**src/rtl/common_types.sv**
```systemverilog
// Shared types and SRAM sizing constants.
//   SRAM_ADDR_WIDTH / SRAM_DATA_WIDTH / SRAM_READ_LATENCY size the SRAM
//   wrapper and every initiator attached to it.
//   sram_ctrl_state_t is the state encoding of the SRAM initiator controller.
package common_types;

    localparam int SRAM_ADDR_WIDTH   = 6;
    localparam int SRAM_DATA_WIDTH   = 32;
    localparam int SRAM_READ_LATENCY = 2;

    typedef enum logic [1:0] {
        IDLE  = 2'd0,
        WRITE = 2'd1,
        READ  = 2'd2,
        RESP  = 2'd3
    } sram_ctrl_state_t;

endpackage

```
**src/rtl/dyt_sram_if.sv**
```systemverilog
// Signal bundle between an initiator and the single-port SRAM wrapper.
//   sram_address : word address
//   sram_ren     : read enable (also clocks the SRAM output register)
//   sram_wen     : per-byte write enables
//   sram_w_data  : write data
//   sram_r_data  : read data
// Modports: sram (memory side), ctrl (initiator side, mirror of sram).
interface dyt_sram_if
    import common_types::*;
#(
    parameter int ADDR_WIDTH = SRAM_ADDR_WIDTH,
    parameter int DATA_WIDTH = SRAM_DATA_WIDTH
);
    localparam int BE_WIDTH = DATA_WIDTH / 8;

    logic [ADDR_WIDTH-1:0] sram_address;
    logic                  sram_ren;
    logic [BE_WIDTH-1:0]   sram_wen;
    logic [DATA_WIDTH-1:0] sram_w_data;
    logic [DATA_WIDTH-1:0] sram_r_data;

    modport sram (
        input  sram_address,
        input  sram_ren,
        input  sram_wen,
        input  sram_w_data,
        output sram_r_data
    );

    modport ctrl (
        output sram_address,
        output sram_ren,
        output sram_wen,
        output sram_w_data,
        input  sram_r_data
    );

endinterface

```
**src/rtl/dyt_sram_ctrl.sv**
```systemverilog
// Initiator-side controller for the single-port SRAM wrapper.
// Takes one byte-addressed load/store over a valid/ready handshake, converts
// it to a word access, waits out the SRAM read latency and returns a
// registered response over a second valid/ready handshake. One transaction
// in flight at a time.
// Ports:
//   clk, n_rst                     clock, async active-low reset
//   req_valid/req_ready            request handshake
//   req_write, req_addr            command, byte address
//   req_wdata, req_be              store data and byte enables
//   resp_valid/resp_ready          response handshake
//   resp_rdata, resp_err           load data (0 for stores/errors), reject flag
//   sram_if (ctrl modport)         SRAM request/response signals
module dyt_sram_ctrl
    import common_types::*;
#(
    parameter int ADDR_WIDTH   = SRAM_ADDR_WIDTH,
    parameter int DATA_WIDTH   = SRAM_DATA_WIDTH,
    parameter int READ_LATENCY = SRAM_READ_LATENCY,
    parameter int BE_WIDTH     = DATA_WIDTH / 8
) (
    input  logic                  clk,
    input  logic                  n_rst,

    input  logic                  req_valid,
    output logic                  req_ready,
    input  logic                  req_write,
    input  logic [31:0]           req_addr,
    input  logic [DATA_WIDTH-1:0] req_wdata,
    input  logic [BE_WIDTH-1:0]   req_be,

    output logic                  resp_valid,
    input  logic                  resp_ready,
    output logic [DATA_WIDTH-1:0] resp_rdata,
    output logic                  resp_err,

    dyt_sram_if.ctrl              sram_if
);

    sram_ctrl_state_t      state_q;
    logic [2:0]            cnt_q;
    logic [ADDR_WIDTH-1:0] addr_q;
    logic                  ren_q;
    logic [BE_WIDTH-1:0]   wen_q;
    logic [DATA_WIDTH-1:0] wdata_q;
    logic                  resp_valid_q;
    logic                  resp_err_q;
    logic [DATA_WIDTH-1:0] resp_rdata_q;

    logic req_fire;
    logic addr_err;

    assign req_ready = (state_q == IDLE);
    assign req_fire  = req_valid && req_ready;

    // Misaligned, or any address bit above the SRAM word range set.
    assign addr_err = (req_addr[1:0] != 2'b00) ||
                      ((req_addr >> (ADDR_WIDTH + 2)) != 32'd0);

    always_ff @(posedge clk or negedge n_rst) begin
        if (!n_rst) begin
            state_q      <= IDLE;
            cnt_q        <= '0;
            addr_q       <= '0;
            ren_q        <= 1'b0;
            wen_q        <= '0;
            wdata_q      <= '0;
            resp_valid_q <= 1'b0;
            resp_err_q   <= 1'b0;
            resp_rdata_q <= '0;
        end else begin
            unique case (state_q)
                IDLE: begin
                    if (req_fire) begin
                        if (addr_err) begin
                            // Rejected requests never touch the SRAM bus.
                            state_q      <= RESP;
                            resp_valid_q <= 1'b1;
                            resp_err_q   <= 1'b1;
                            resp_rdata_q <= '0;
                        end else begin
                            addr_q <= req_addr[ADDR_WIDTH+1:2];
                            if (req_write) begin
                                state_q <= WRITE;
                                wen_q   <= req_be;
                                wdata_q <= req_wdata;
                            end else begin
                                state_q <= READ;
                                ren_q   <= 1'b1;
                                cnt_q   <= 3'(READ_LATENCY);
                            end
                        end
                    end
                end

                WRITE: begin
                    // SRAM commits the store on this edge.
                    wen_q        <= '0;
                    state_q      <= RESP;
                    resp_valid_q <= 1'b1;
                    resp_err_q   <= 1'b0;
                    resp_rdata_q <= '0;
                end

                READ: begin
                    // ren stays high for READ_LATENCY+1 cycles because it
                    // also advances the SRAM output register.
                    if (cnt_q == 3'd0) begin
                        ren_q        <= 1'b0;
                        state_q      <= RESP;
                        resp_valid_q <= 1'b1;
                        resp_err_q   <= 1'b0;
                        resp_rdata_q <= sram_if.sram_r_data;
                    end else begin
                        cnt_q <= cnt_q - 3'd1;
                    end
                end

                RESP: begin
                    if (resp_ready) begin
                        state_q      <= IDLE;
                        resp_valid_q <= 1'b0;
                        resp_err_q   <= 1'b0;
                        resp_rdata_q <= '0;
                    end
                end

                default: state_q <= IDLE;
            endcase
        end
    end

    assign resp_valid           = resp_valid_q;
    assign resp_err             = resp_err_q;
    assign resp_rdata           = resp_rdata_q;
    assign sram_if.sram_address = addr_q;
    assign sram_if.sram_ren     = ren_q;
    assign sram_if.sram_wen     = wen_q;
    assign sram_if.sram_w_data  = wdata_q;

endmodule

```
**src/flat_wrapper.sv**
```systemverilog
// flat-port wrapper written by rule: the top's interface ports become plain ports
module dyt_sram_ctrl_flat import common_types::*;
#(
    parameter int ADDR_WIDTH   = SRAM_ADDR_WIDTH,
    parameter int DATA_WIDTH   = SRAM_DATA_WIDTH,
    parameter int READ_LATENCY = SRAM_READ_LATENCY,
    parameter int BE_WIDTH     = DATA_WIDTH / 8
)
  (clk, n_rst, req_valid, req_ready, req_write, req_addr, req_wdata, req_be, resp_valid, resp_ready, resp_rdata, resp_err, sram_if_sram_address, sram_if_sram_ren, sram_if_sram_wen, sram_if_sram_w_data, sram_if_sram_r_data);
  dyt_sram_if #(.ADDR_WIDTH(ADDR_WIDTH), .DATA_WIDTH(DATA_WIDTH)) sram_if_i ();
  input  logic clk;
  input  logic n_rst;
  input  logic req_valid;
  output logic req_ready;
  input  logic req_write;
  input  logic [31:0] req_addr;
  input  logic [DATA_WIDTH-1:0] req_wdata;
  input  logic [BE_WIDTH-1:0] req_be;
  output logic resp_valid;
  input  logic resp_ready;
  output logic [DATA_WIDTH-1:0] resp_rdata;
  output logic resp_err;
  output wire logic [$bits(sram_if_i.sram_address)-1:0] sram_if_sram_address;
  output wire logic [$bits(sram_if_i.sram_ren)-1:0] sram_if_sram_ren;
  output wire logic [$bits(sram_if_i.sram_wen)-1:0] sram_if_sram_wen;
  output wire logic [$bits(sram_if_i.sram_w_data)-1:0] sram_if_sram_w_data;
  input wire logic [$bits(sram_if_i.sram_r_data)-1:0] sram_if_sram_r_data;
  assign sram_if_sram_address = sram_if_i.sram_address;
  assign sram_if_sram_ren = sram_if_i.sram_ren;
  assign sram_if_sram_wen = sram_if_i.sram_wen;
  assign sram_if_sram_w_data = sram_if_i.sram_w_data;
  assign sram_if_i.sram_r_data = sram_if_sram_r_data;
  dyt_sram_ctrl #(.ADDR_WIDTH(ADDR_WIDTH), .DATA_WIDTH(DATA_WIDTH), .READ_LATENCY(READ_LATENCY), .BE_WIDTH(BE_WIDTH)) u_core (.clk(clk), .n_rst(n_rst), .req_valid(req_valid), .req_ready(req_ready), .req_write(req_write), .req_addr(req_addr), .req_wdata(req_wdata), .req_be(req_be), .resp_valid(resp_valid), .resp_ready(resp_ready), .resp_rdata(resp_rdata), .resp_err(resp_err), .sram_if(sram_if_i));
endmodule
```
**config.mk**
```make
export PLATFORM = sky130hd
export DESIGN_NAME = dyt_sram_ctrl_flat
export DESIGN_NICKNAME = d
export VERILOG_FILES = /design/src/rtl/common_types.sv /design/src/rtl/dyt_sram_if.sv /design/src/rtl/dyt_sram_ctrl.sv /design/src/flat_wrapper.sv
export SDC_FILE = /design/constraint.sdc
export NUM_CORES = 1
export LEC_CHECK = 0
export ABC_AREA = 1
export CAP_MARGIN = 40
export CORE_MARGIN = 1.5
export CORE_UTILIZATION = 42
export CTS_BUF_LIST = sky130_fd_sc_hd__clkbuf_4 sky130_fd_sc_hd__clkbuf_8 sky130_fd_sc_hd__clkbuf_16
export DETAILED_ROUTE_END_ITERATION = 16
export GPL_TIMING_DRIVEN = 0
export PLACE_DENSITY = 0.81
export SLEW_MARGIN = 20
export SYNTH_ARGS = -nofsm -noshare
export SYNTH_HDL_FRONTEND = slang
export SYNTH_SLANG_ARGS = --single-unit
```
**constraint.sdc**
```tcl
create_clock -name clk -period 2.3 [get_ports clk]
set_clock_uncertainty 0.05 [all_clocks]
set_input_delay 0.575 -clock clk [delete_from_list [all_inputs] [get_ports clk]]
set_output_delay 0.575 -clock clk [all_outputs]
set_load 0.1 [all_outputs]
```
# ---- Word level (Yosys, flattened, before mapping)
# Cells that the tools add are included.
dict set report totals {
  reg_bits 82
  in_bits 105
  out_inout_bits 78
  wordCells 68
}
dict set report classes {
  add_sub_neg 1
  n_eq_ne 11
  muxes 31
  n_bitwise 1
  n_reduce_logical 15
}
# operator count
set op_table {}
lappend op_table {{$mux 32} 4}
lappend op_table {{$pmux 32 s4} 1}
lappend op_table {{$reduce_bool 32->1} 1}
lappend op_table {{$ne 2x2->1 const B} 7}
lappend op_table {{$mux 3} 4}
lappend op_table {{$mux 4} 3}
lappend op_table {{$reduce_and 4->1} 3}
lappend op_table {{$mux 2} 5}
lappend op_table {{$reduce_and 5->1} 2}
lappend op_table {{$mux 1} 8}
lappend op_table {{$pmux 1 s4} 2}
lappend op_table {{$pmux 2 s4} 1}
lappend op_table {{$pmux 4 s2} 1}
lappend op_table {{$pmux 3 s2} 1}
lappend op_table {{$reduce_and 3->1} 2}
lappend op_table {{$reduce_bool 2->1} 3}
lappend op_table {{$eq 2x2->1 const B} 2}
lappend op_table {{$logic_not 3->1} 1}
lappend op_table {{$sub 3x1->3 const B} 1}
lappend op_table {{$eq 2x1->1 const B} 1}
lappend op_table {{$logic_not 2->1} 1}
lappend op_table {{$ne 2x1->1 const B} 1}
lappend op_table {{$pmux 1 s2} 1}
lappend op_table {{$logic_and 1x1->1} 1}
lappend op_table {{other kinds (2)} 2}

# ---- Longest topological paths before layout
dict set report depth {
  word_depth 5
  ltp_mapped 12
  mapped_depth_nobuf 10
}

# ---- Worst setup path after synthesis
# OpenSTA, ideal clock, no wires.
dict set report synth_timing {
  kind {reg2reg}
  start {reg u_core.state_q[0]}
  end {reg u_core.resp_err_q (netlist: u_core.resp_err)}
  setup_time_ns 0.067
  arrival_time_ns 2.390
  required_time_ns 2.183
  path_slack_ns -0.207
  path_stages_with_launch 13
  n_path_buf 2
  synth_period_minus_slack_ns 2.507
  path_cell_list {dfrtp_1 inv_1 ha_1 buf_4 inv_2 nor2_1 inv_2 nand2_2 inv_2 nand2_4 buf_6 nand2_1 nand2_1}
}
dict set report synth_between {
  elab_chain_cells 4
  word_cells_on_any_way 11
  cone_classes {eq/ne: 7; mux: 1; reduce/logical: 3}
}
# item line
set synth_rtl {}
lappend synth_rtl {{start, declared} dyt_sram_ctrl.sv:40} ;# sram_ctrl_state_t state_q;
lappend synth_rtl {{start signal, assigned} dyt_sram_ctrl.sv:62} ;# state_q <= IDLE;
lappend synth_rtl {{start signal, assigned} dyt_sram_ctrl.sv:77} ;# state_q <= RESP;
lappend synth_rtl {{start signal, assigned} dyt_sram_ctrl.sv:84} ;# state_q <= WRITE;
lappend synth_rtl {{$logic_not 2->1 *} dyt_sram_ctrl.sv:53} ;# assign req_ready = (state_q == IDLE);
lappend synth_rtl {{via req_ready} flat_wrapper.sv:14} ;# output logic req_ready;
lappend synth_rtl {{$logic_and 1x1->1} dyt_sram_ctrl.sv:54} ;# assign req_fire = req_valid && req_ready;
lappend synth_rtl {{$ne 2x2->1 (no source line)} --}
lappend synth_rtl {{$reduce_and 4->1 (no source line)} --}
lappend synth_rtl {{end signal, assigned} dyt_sram_ctrl.sv:69} ;# resp_err_q <= 1'b0;
lappend synth_rtl {{end signal, assigned} dyt_sram_ctrl.sv:79} ;# resp_err_q <= 1'b1;
lappend synth_rtl {{end signal, assigned} dyt_sram_ctrl.sv:101} ;# resp_err_q <= 1'b0;
lappend synth_rtl {{end, declared} dyt_sram_ctrl.sv:47} ;# logic resp_err_q;
# The timed path passes the listed nets; every way through them passes the cells marked *.
# A chain may end at the register's enable or synchronous reset.

# ---- Worst setup path after layout
dict set report layout_timing {
  start {reg u_core.addr_q[0] (netlist: u_core.sram_if.sram_address[0])}
  end {out sram_if_sram_address[0]}
}
# item line
set layout_rtl {}
lappend layout_rtl {{start, declared} dyt_sram_ctrl.sv:42} ;# logic [ADDR_WIDTH-1:0] addr_q;
lappend layout_rtl {{start signal, assigned} dyt_sram_ctrl.sv:82} ;# addr_q <= req_addr[ADDR_WIDTH+1:2];
lappend layout_rtl {{end, declared} flat_wrapper.sv:23} ;# output wire logic [$bits(sram_if_i.sram_address)-1:0] sram_if_sram_address;
# No word-level cell between the ends.

==> impl_metrics.csv <==
group,metric,value,unit
setup_path,critPathMaxStageDelay,600,ps
setup_path,critPathRequiredTime,1670,ps
placed_design,dpl-instance-area,0.00745,mm^2
floorplan,die_w,101,um
setup_path,rr_endpoint,"u_core.resp_rdata[2]$_DFFE_PN0P_",
route,via_count,4163,
setup_path,endpoint_kind,"output port",
route,detail_route.iter0.violations,125,
floorplan,die_area,0.0101,mm^2
setup_path,arrival,1540,ps
sta,min_period_over_period,94.1,%
route,drt_first_pass_iters,4,
final_layout,fill_cells,482,
setup_path,crit_chain,"clkdlybuf4s50_1 > buf_16",
cts,clk_pin_slew,80,ps
sta,final_hold_viol_count,0,
floorplan,core,0.00924,mm^2
setup_path,r2r_slack,210,ps
final_layout,diodes,0,
setup_path,worst-r2r-cell-count,11,
sta,timing.fmax,0.462,GHz
final_layout,multi_input_area,0.00161,mm^2
sta,tightest_slew,582,ps
final_layout,area_growth,90.7,%
hold_path,hp-class,"input port to async pin",
final_layout,final_cell_area,0.00764,mm^2
power,power-per-cell-area,1220,mW/mm^2
floorplan,die_h,101,um
placed_design,dp_slack,-149,ps
logic_synthesis,synth_cells,461,
route,wl_per_cell,15.6,um
setup_path,worst-path-buf-inv,2,
placed_design,io_buffers,182,
sta,fin_ws,135,ps
cts,cts-root-buf,"clkbuf_8",
floorplan,start_util,43.3,%
floorplan,rows,35,
sta,final-max-slew-violation-count,0,
setup_path,cp_max_fo,2,
sta,setup_viol,0,
setup_path,cpLargestDelayFamily,"buffers and inverters",
floorplan,io_pins,183,
setup_path,r2r-start,"u_core.state_q[1]$_DFFE_PN0P_",
logic_synthesis,yosysTopAreaCell,"dfrtp_1",
power,vdd_drop_max,1330,uV
route,ant_nets,0,
final_layout,final_layout_size_suffix_gt1_share,21.6,%
grt,antenna_found_initial,0,
cts,htreeDepth,3,
outcome,status,"completed",
logic_synthesis,ys_seq_area_share,51.2,%
route,route.detailed.drc,0,
grt,grt_max_degree,44,
logic_synthesis,synthArstFlopShare,100,%
logic_synthesis,post-synth-top-count-cell,"nand2_1",
placed_design,gp_congestion,0.746,
grt,grt_util_all_layers,28.1,%
logic_synthesis,synthFlopType,"dfrtp_1",
sta,slew_headroom,61.2,%
route,vias_per_cell,4.82,
route,wirelength,13500,um
logic_synthesis,ys_ff_latch,82,
placed_design,dp_hpwl,11000,um
cts,numCtsBuffers,9,
logic_synthesis,ys_warn_count,0,
logic_synthesis,synth_area_per_cell,8.69,um^2
logic_synthesis,netlist_top_cells_area,"dfrtp_1 (51%), nand2_1 (16%), o21ai_2 (7.0%)",
job,maxCapViolCount,0,
setup_path,cpMaxStageDelayCell,"clkdlybuf4s50_1",
logic_synthesis,synth_commonest_cells,"nand2_1 (176), dfrtp_1 (82), inv_1 (46)",
logic_synthesis,ys_types,26,
sta,finalCriticalPeriod,2170,ps
sta,timing.setup.tns,0,ps
sta,rsz0062_at_grt,"false",
cts,clock_latency,350,ps
logic_synthesis,synth_enable_flop_cells,0,
setup_path,worstSetupPathType,"register to output port",
cts,cts_tree,"yes",
grt,grt_pass1_wl,21800,um
logic_synthesis,synth_fp_nets,572,
cts,max-clock-path-buffers,2,
grt,gr-total-overflow,0,
cts,post_cts_resized,0,
final_layout,ff_latch_area,0.00205,mm^2
cts,holdBufCountCts,0,
grt,grt_pass1_vias,4417,
final_layout,nets,843,
logic_synthesis,syn_area,0.00401,mm^2
setup_path,worstSetupStartpointType,"register",
power,power_leakage,3.66,nW
logic_synthesis,synth_top_area_share,51.2,%
cts,clock-sinks,82,
[how the worst max path moves through the flow]
stage | depth (start not counted) | slack (ps) | end | from
floorplan | 12 | 120 | u_core.resp_err$_DFFE_PN0P_ | u_core.state_q[0]$_DFFE_PN0P_
global placement | 1 | -2330 | u_core.cnt_q[2]$_DFFE_PN0P_ | n_rst
detailed placement | 10 | -150 | u_core.sram_if.sram_w_data[10]$_DFFE_PN0P_ | req_addr[8]
CTS | 2 | 130 | sram_if_sram_address[0] | u_core.sram_if.sram_address[0]$_DFFE_PN0P_
global route | 10 | 80 | u_core.sram_if.sram_w_data[30]$_DFFE_PN0P_ | req_addr[8]
finish | 2 | 130 | sram_if_sram_address[0] | u_core.sram_if.sram_address[0]$_DFFE_PN0P_
[layout by cell type (no fill, tap or decap), types with 7 or more instances in the layout]
cell and count:
o21ai_2 32, nand3b_1 32, clkbuf_8 10, nand4_1 7, inv_1 46, nand3_1 14
buf_6 9, buf_8 56, dfrtp_1 82, nor2_1 23, clkdlybuf4s50_1 180, buf_16 22
nand2_1 176, buf_2 8
[area by class of cell]
class / instances / area share (%)
multi-input cells: 308 / 21.1
clock buffers: 12 / 2.00
inverters: 50 / 2.46
repair buffers: 260 / 42.9
flip-flops and latches: 82 / 26.9
clock inverters: 2 / 0.508
plain buffers: 21 / 2.10
well taps: 129 / 2.11
[per-layer routing]
metal | part of all wire (%) | global-route usage (%) | up-vias | routed length, um
met2 | 51 | 50.9 | 196 | 6940
li1 | - | - | 1966 | -
met3 | 7.4 | 7.35 | 43 | 1000
met4 | 3.6 | 13.1 | 0 | 489
met1 | 38 | 30.6 | 1958 | 5080
met5 | 0 | 0 | - | 0
[flip-flops by register name, indices dropped and copies added, names as in the netlist]
| signal | cells |
|---|---|
| u_core.resp_err | 1 |
| u_core.sram_if.sram_w_data | 32 |
| u_core.resp_valid | 1 |
| u_core.resp_rdata | 32 |
| u_core.sram_if.sram_ren | 1 |
| u_core.state_q | 2 |
| u_core.sram_if.sram_wen | 4 |
| u_core.sram_if.sram_address | 6 |
| u_core.cnt_q | 3 |
[power breakdown]
part / internal [mW] / switching, mW / leakage, nW
Sequential: 1.81 / 0.220 / 1.11
Clock: 0.547 / 0.497 / 0.0994
Combinational: 2.34 / 3.93 / 2.45
Total: 4.69 / 4.64 / 3.66
[timing repair]
item	4_1_cts	5_1_grt
setup buffers	0	0
endpoints found under the setup margin	1	0
endpoints found under the hold margin	0	0
[logic make-up after synthesis]
logic type / after synthesis / share of synthesized area, %
fa+ha+maj: 6 / 1.87
buf+inv: 71 / 8.68
xor+xnor: 1 / 0.219
compound gates: 37 / 7.65
flops: 82 / 51.2
simple gates: 264 / 30.3
[through the flow]
step | hold slack, ps | util (%) | total power, mW | std cells
global placement | 403 | 64.8 | 6.81 | 772
CTS | 179 | 82.6 | 9.39 | 864
global route | 203 | 82.6 | 9.76 | 864
finish | 154 | 82.6 | 9.34 | 864
floorplan | 229 | - | 5.62 | 461
detailed placement | 412 | 80.7 | 8.34 | 851
No activity file was read; power rests on OpenSTA's default activity.
